## src/rtl/tictactoe_pkg.sv

```systemverilog
// tictactoe_pkg: shared state encoding, winner codes, cell indices and win-line table
package tictactoe_pkg;
   typedef enum logic [2:0] {IDLE, P1_WAIT, P2_WAIT, CHECK, DONE} state_t;
   typedef enum logic [1:0] {WIN_NONE = 2'b00, WIN_P1 = 2'b01, WIN_P2 = 2'b10} winner_t;
   localparam int CELL_A = 0;
   localparam int CELL_B = 1;
   localparam int CELL_C = 2;
   localparam int CELL_D = 3;
   localparam int CELL_E = 4;
   localparam int CELL_F = 5;
   localparam int CELL_G = 6;
   localparam int CELL_H = 7;
   localparam int CELL_I = 8;
   // index 0..7 = abc, def, ghi, adg, beh, cfi, aei, ceg
   localparam logic [7:0][8:0] WIN_LINES = {9'h054, 9'h111, 9'h124, 9'h092,
                                           9'h049, 9'h1C0, 9'h038, 9'h007};
endpackage

```

## src/rtl/win_check.sv

```systemverilog
// win_check: flags whether a 9-bit mark vector completes any of the 8 lines
module win_check
   import tictactoe_pkg::*;
(
   input  logic [8:0] marks,
   output logic       win
);
   always_comb begin
      win = 1'b0;
      for (int k = 0; k < 8; k++) win = win | ((marks & WIN_LINES[k]) == WIN_LINES[k]);
   end
endmodule

```

## src/rtl/game_fsm.sv

```systemverilog
// game_fsm: two-player tic-tac-toe controller with registered edge-detected cell buttons
module game_fsm
   import tictactoe_pkg::*;
(
   input  logic       clk,
   input  logic       reset,
   input  logic       start,
   input  logic       a_button,
   input  logic       b_button,
   input  logic       c_button,
   input  logic       d_button,
   input  logic       e_button,
   input  logic       f_button,
   input  logic       g_button,
   input  logic       h_button,
   input  logic       i_button,
   input  logic       game_mode,
   output logic       a,
   output logic       b,
   output logic       c,
   output logic       d,
   output logic       e,
   output logic       f,
   output logic       g,
   output logic       h,
   output logic       i,
   output logic [8:0] cells_x,
   output logic [8:0] cells_o,
   output logic       p1_turn,
   output logic       ai_mode,
   output logic [1:0] winner,
   output logic       draw,
   output logic       game_over,
   output logic [3:0] move_count
);
   state_t     state, state_n;
   winner_t    winner_q, winner_n;
   logic [8:0] btn_cur, btn_prev, press, occ;
   logic [8:0] cells_x_n, cells_o_n;
   logic [3:0] count_n;
   logic       draw_n, over_n, ai_n, mover, mover_n, valid, line_win;
   assign occ = cells_x | cells_o;
   assign {i, h, g, f, e, d, c, b, a} = occ;
   assign press = btn_cur & ~btn_prev;
   assign valid = $onehot(press) && ((press & occ) == 9'd0);
   assign p1_turn = (state == P1_WAIT);
   assign winner = winner_q;
   // mover: 0 = P1 made the last mark, 1 = P2
   win_check u_win_check (.marks(mover ? cells_o : cells_x), .win(line_win));
   always_comb begin
      state_n   = state;
      cells_x_n = cells_x;
      cells_o_n = cells_o;
      count_n   = move_count;
      winner_n  = winner_q;
      draw_n    = draw;
      over_n    = game_over;
      ai_n      = ai_mode;
      mover_n   = mover;
      if (start) begin
         state_n   = P1_WAIT;
         cells_x_n = 9'd0;
         cells_o_n = 9'd0;
         count_n   = 4'd0;
         winner_n  = WIN_NONE;
         draw_n    = 1'b0;
         over_n    = 1'b0;
         ai_n      = game_mode;
         mover_n   = 1'b0;
      end else begin
         case (state)
            P1_WAIT: if (valid) begin
               cells_x_n = cells_x | press;
               count_n   = move_count + 4'd1;
               mover_n   = 1'b0;
               state_n   = CHECK;
            end
            P2_WAIT: if (valid) begin
               cells_o_n = cells_o | press;
               count_n   = move_count + 4'd1;
               mover_n   = 1'b1;
               state_n   = CHECK;
            end
            CHECK: begin
               if (line_win) begin
                  winner_n = mover ? WIN_P2 : WIN_P1;
                  over_n   = 1'b1;
                  state_n  = DONE;
               end else if (move_count == 4'd9) begin
                  draw_n  = 1'b1;
                  over_n  = 1'b1;
                  state_n = DONE;
               end else begin
                  state_n = mover ? P1_WAIT : P2_WAIT;
               end
            end
            IDLE, DONE: state_n = state;
            default: state_n = IDLE;
         endcase
      end
   end
   always_ff @(posedge clk) begin
      if (reset) begin
         state      <= IDLE;
         cells_x    <= 9'd0;
         cells_o    <= 9'd0;
         move_count <= 4'd0;
         winner_q   <= WIN_NONE;
         draw       <= 1'b0;
         game_over  <= 1'b0;
         ai_mode    <= 1'b0;
         mover      <= 1'b0;
         btn_cur    <= 9'd0;
         btn_prev   <= 9'd0;
      end else begin
         state      <= state_n;
         cells_x    <= cells_x_n;
         cells_o    <= cells_o_n;
         move_count <= count_n;
         winner_q   <= winner_n;
         draw       <= draw_n;
         game_over  <= over_n;
         ai_mode    <= ai_n;
         mover      <= mover_n;
         btn_cur    <= {i_button, h_button, g_button, f_button, e_button,
                        d_button, c_button, b_button, a_button};
         btn_prev   <= btn_cur;
      end
   end
endmodule

```

## config.mk

```make
export PLATFORM = sky130hd
export DESIGN_NAME = game_fsm
export DESIGN_NICKNAME = d
export VERILOG_FILES = /design/src/rtl/tictactoe_pkg.sv /design/src/rtl/win_check.sv /design/src/rtl/game_fsm.sv
export SDC_FILE = /design/constraint.sdc
export NUM_CORES = 1
export LEC_CHECK = 0
export BUFFER_PORTS_ARGS = -buffer_cell sky130_fd_sc_hd__buf_2
export CAP_MARGIN = 20
export CORE_UTILIZATION = 28
export DETAILED_ROUTE_END_ITERATION = 7
export GPL_TIMING_DRIVEN = 0
export SYNTH_ARGS = -nofsm -noshare
export SYNTH_HDL_FRONTEND = slang
export SYNTH_SLANG_ARGS = --single-unit
```

## constraint.sdc

```tcl
create_clock -name clk -period 5.24 [get_ports clk]
set_clock_uncertainty 0.05 [all_clocks]
set_input_delay 0.262 -clock clk [delete_from_list [all_inputs] [get_ports clk]]
set_output_delay 0.262 -clock clk [all_outputs]
set_load 0.03 [all_outputs]
```

==> summary.md <==
| Metric | Value |
|---|---|
| Tcrit/Tclk final | `0.7737` |
| Worst Hold Depth | `2` |
| Clk slew on worst S/H paths | `around 0.090 ns` |
| Leak Pwr | `about 1.2 nW` |
| Largest family of logic cells by synthesized area | `simple AND/OR/NAND/NOR gates` |
| Number of gates resized after CTS | `0` |
| RSZ-0062 raised after global routing | `no` |
| CP Buf/Inv Count | `4` |
| Post-synthesis net count | `259` |
| Final Util | `0.3587` |
| Tightest Pin Transition | `0.7081 ns` |
| Total die area | `8123 um2` |
| Initial antenna violation count | `0` |
| Comb pwr share | `0.146` |
| Core Region | `approximately 7400 um2` |
| Pint | `0.5338 mW` |
| Largest net degree at the start of global routing | `17` |
| Routed length on met1 | `2274 um` |
| Ant diodes | `0` |
| Critical-path top delay cell | `fa_1` |
| Startpoint types | `flop` |
| F_max | `246.7 MHz` |
| Switching Fraction | `0.2785` |
| Max-slew violations | `0` |
| Post-Synth Simple-Gate Area | `0.2727` |
| Initial Util | `0.2951` |
| Yosys reg bits | `49` |
| Hold_sp | `i_button` |
| DIE HEIGHT | `90.13 um` |
| GRT Util Overall | `0.1340` |
| CP max stage delay | `roughly 0.53 ns` |
| Area grow syn2layout | `21.58%` |
| PortBufs | `49` |
| Compound-Gate Fraction of Synth Area | `0.1404` |
| FP Rows | `31` |
| Num CTS Buffers | `5` |
| Sw Pwr | `0.2061 mW` |
| Postcts setup bufs | `0` |
| Reg2Reg Setup Slack | `between 1 and 1.5 ns` |
| Power Total | `0.7398 mW` |
| Die Width | `between 90 and 100 um` |
| Total Neg Setup Slack | `0 ns` |
| Synth warn | `0` |
| Routed length per instance | `13.00 um` |
| IO Count | `50` |
| Post-Synth Adder-Cell Area | `0.06904` |
| Met2 wire length | `2472 um` |
| Reg2reg start | `btn_prev[3]` |
| Ys async rst share | `0` |
| H-tree levels | `2` |
| P per Cell Area | `279.8 nW/um2` |
| First-pass GRT wire length | `8576 um` |
| Status | `completed` |
| DRC viols | `0` |
| Seq/Total Area, Yosys | `0.4511` |
| WP data arrival | `4.24 ns` |
| Number of enable flip-flop cells after synthesis | `0` |
| Cell family with most CP delay | `adder cells` |
| CP most frequent cell | `fa_1` |
| Mapped Cells | `237` |
| Hold Fails Final Rpt | `0` |
| Flop pwr share | `0.526` |
| Via density | `4.590` |
| CTS tree | `yes` |
| Detailed Routing Iterations Pass 1 | `4` |
| CP Cell Sequence | `and2b_2, fa_1, inv_1, fa_1, fa_1, inv_1, fa_1, inv_1, fa_1, nor2b_1, a31oi_1, nor3b_4, and4_2, buf_2, nand2_4, o21ai_0` |
| Met3 Wirelength | `around 230 um` |
| GRT overflow | `0` |
| Xor and xnor fraction of the mapped netlist area | `0.004028` |
| Hold WS | `0.1033 ns` |
| Total wire length | `between 5000 and 6000 um` |
| Vias in the first global route | `1753` |
| Cell Area, Synth | `about 2200 um2` |
| Maximum VDD drop | `0.08963 mV` |
| Root buf cell | `clkbuf_8` |
| Clock power share | `0.328` |
| RD Place Congestion | `0.8721` |
| Total stage count of the critical path | `16` |
| DPL Wire Length | `roughly 4000 um` |
| CP Max Fanout | `6` |
| Worst R2R Path Depth | `16` |
| Vias | `1804` |
| Nets | `315` |
| Minimum clock period after layout | `between 4 and 5 ns` |
| R2r endpoint | `cells_x[6]` |
| Layout cells sized above 1 | `0.2721` |
| Critical path required time | `5.43 ns` |
| Setup CP Type | `flop to flop` |
| Cts hold-fix bufs | `0` |
| Clock Sinks | `49` |
| Max-Slew Margin vs Limit | `0.5236` |
| Netlist cell types | `47` |
| Final setup violation count | `0` |
| Critical Path Start | `btn_prev[3]` |
| Mapped Avg Cell Area | `approximately 9 um2` |
| Max Buffers Root-to-Sink | `2` |
| Max layer used | `met4` |
| Mux cell area share after synthesis | `0.009206` |
| First DRT Iteration DRCs | `79` |
| Worst hold-check path type | `primary input to flop` |
| ANT nets after route | `0` |
| Max-Cap Viols | `0` |
| Main synth FF type | `dfxtp_1` |
| Worst skew pair latency | `0.31 ns` |
| Setup crit end kind | `flop` |
| Hold endpoint | `btn_cur[8]` |
-- cell usage in the layout (no fill, tap or decap), types with 4 or more instances in the layout --
master,count
buf_2,50
ha_1,4
dfxtp_1,49
nor2b_1,19
nand3_1,8
nand2_1,19
nor2_1,21
o21ai_0,7
and2b_2,5
inv_1,20
o32ai_1,4
clkbuf_1,4
clkbuf_8,6
a21oi_1,13
fa_1,5
or2_2,6
a22oi_1,9
-- layout make-up --
| class | count | area [um2] |
|---|---|---|
| Clock inverter | 2 | 17.52 |
| Buffer | 8 | 41.29 |
| Fill cell | 804 | 4726 |
| Inverter | 20 | 75.07 |
| Timing Repair Buffer | 49 | 245.2 |
| Multi-Input combinational cell | 160 | 1077 |
| Sequential cell | 49 | 980.9 |
| Tap cell | 99 | 123.9 |
| Clock buffer | 6 | 82.58 |
-- through the flow --
step	std cells	setup WS (ns)	instance area, um2
after floorplan	237	1.413	2175
after CTS	393	1.141	2644
final	393	1.186	2644
after detailed placement	385	1.148	2544
after global routing	393	0.9242	2644
after global placement	385	1.245	2544
-- kinds of logic (layout without fill, tap and decap cells) --
| group | after synthesis | in the layout |
|---|---|---|
| AOI/OAI and AO/OA | 46 | 46 |
| xor gates and xnor gates | 1 | 1 |
| adders and majority gates | 9 | 9 |
| buffers and inverters | 28 | 85 |
| DFF | 49 | 49 |
| muxes | 2 | 2 |
| and+or+nand+nor | 102 | 102 |
-- sequential cells by signal, indices dropped and copies added (netlist names), 2 cells and up --
signal,count
btn_cur,9
btn_prev,9
cells_o,9
cells_x,9
move_count,4
state,3
winner,2
-- worst max-delay path by stage --
stage                          endpoint  slack [ns]
after floorplan           move_count[3]        1.41
after detailed placement     cells_x[5]        1.15
final                        cells_x[6]        1.19
after global placement       cells_x[6]        1.25
after global routing         cells_x[6]        0.92
after CTS                    cells_x[6]        1.14
-- layer usage --
metal | vias up | track usage
met5 | - | 0
met4 | 0 | 0.06452
met3 | 8 | 0.02961
met2 | 44 | 0.2207
met1 | 840 | 0.1651
li1 | 912 | -
-- cell usage after synthesis (2+ instances only) --
| cell | number | area [um2] |
|---|---|---|
| dfxtp_1 | 49 | 980.9 |
| nor2_1 | 21 | 78.83 |
| inv_1 | 20 | 75.07 |
| nand2_1 | 19 | 71.32 |
| nor2b_1 | 19 | 118.9 |
| a21oi_1 | 13 | 65.06 |
| a22oi_1 | 9 | 67.56 |
| nand3_1 | 8 | 40.04 |
| o21ai_0 | 7 | 35.03 |
| or2_2 | 6 | 37.54 |
| and2b_2 | 5 | 43.79 |
| fa_1 | 5 | 100.1 |
| clkbuf_1 | 4 | 15.01 |
| ha_1 | 4 | 50.05 |
| o32ai_1 | 4 | 35.03 |
| a31oi_1 | 3 | 18.77 |
| o22ai_1 | 3 | 18.77 |
| and4_2 | 2 | 20.02 |
| mux2i_1 | 2 | 20.02 |
| nand2b_1 | 2 | 12.51 |
| nand3b_1 | 2 | 15.01 |
| nor3b_1 | 2 | 15.01 |
| o21a_1 | 2 | 15.01 |
| or2_1 | 2 | 12.51 |
| or3_1 | 2 | 12.51 |
-- power by group through the flow --
stage	sequential, mW	combinational (mW)	clock [mW]
after global placement	0.397	0.107	0
final	0.389	0.108	0.242
after floorplan	0.401	0.0775	0
after global routing	0.391	0.123	0.265
after CTS	0.389	0.110	0.251
after detailed placement	0.398	0.110	0
Power figures use the tool's default switching activity.
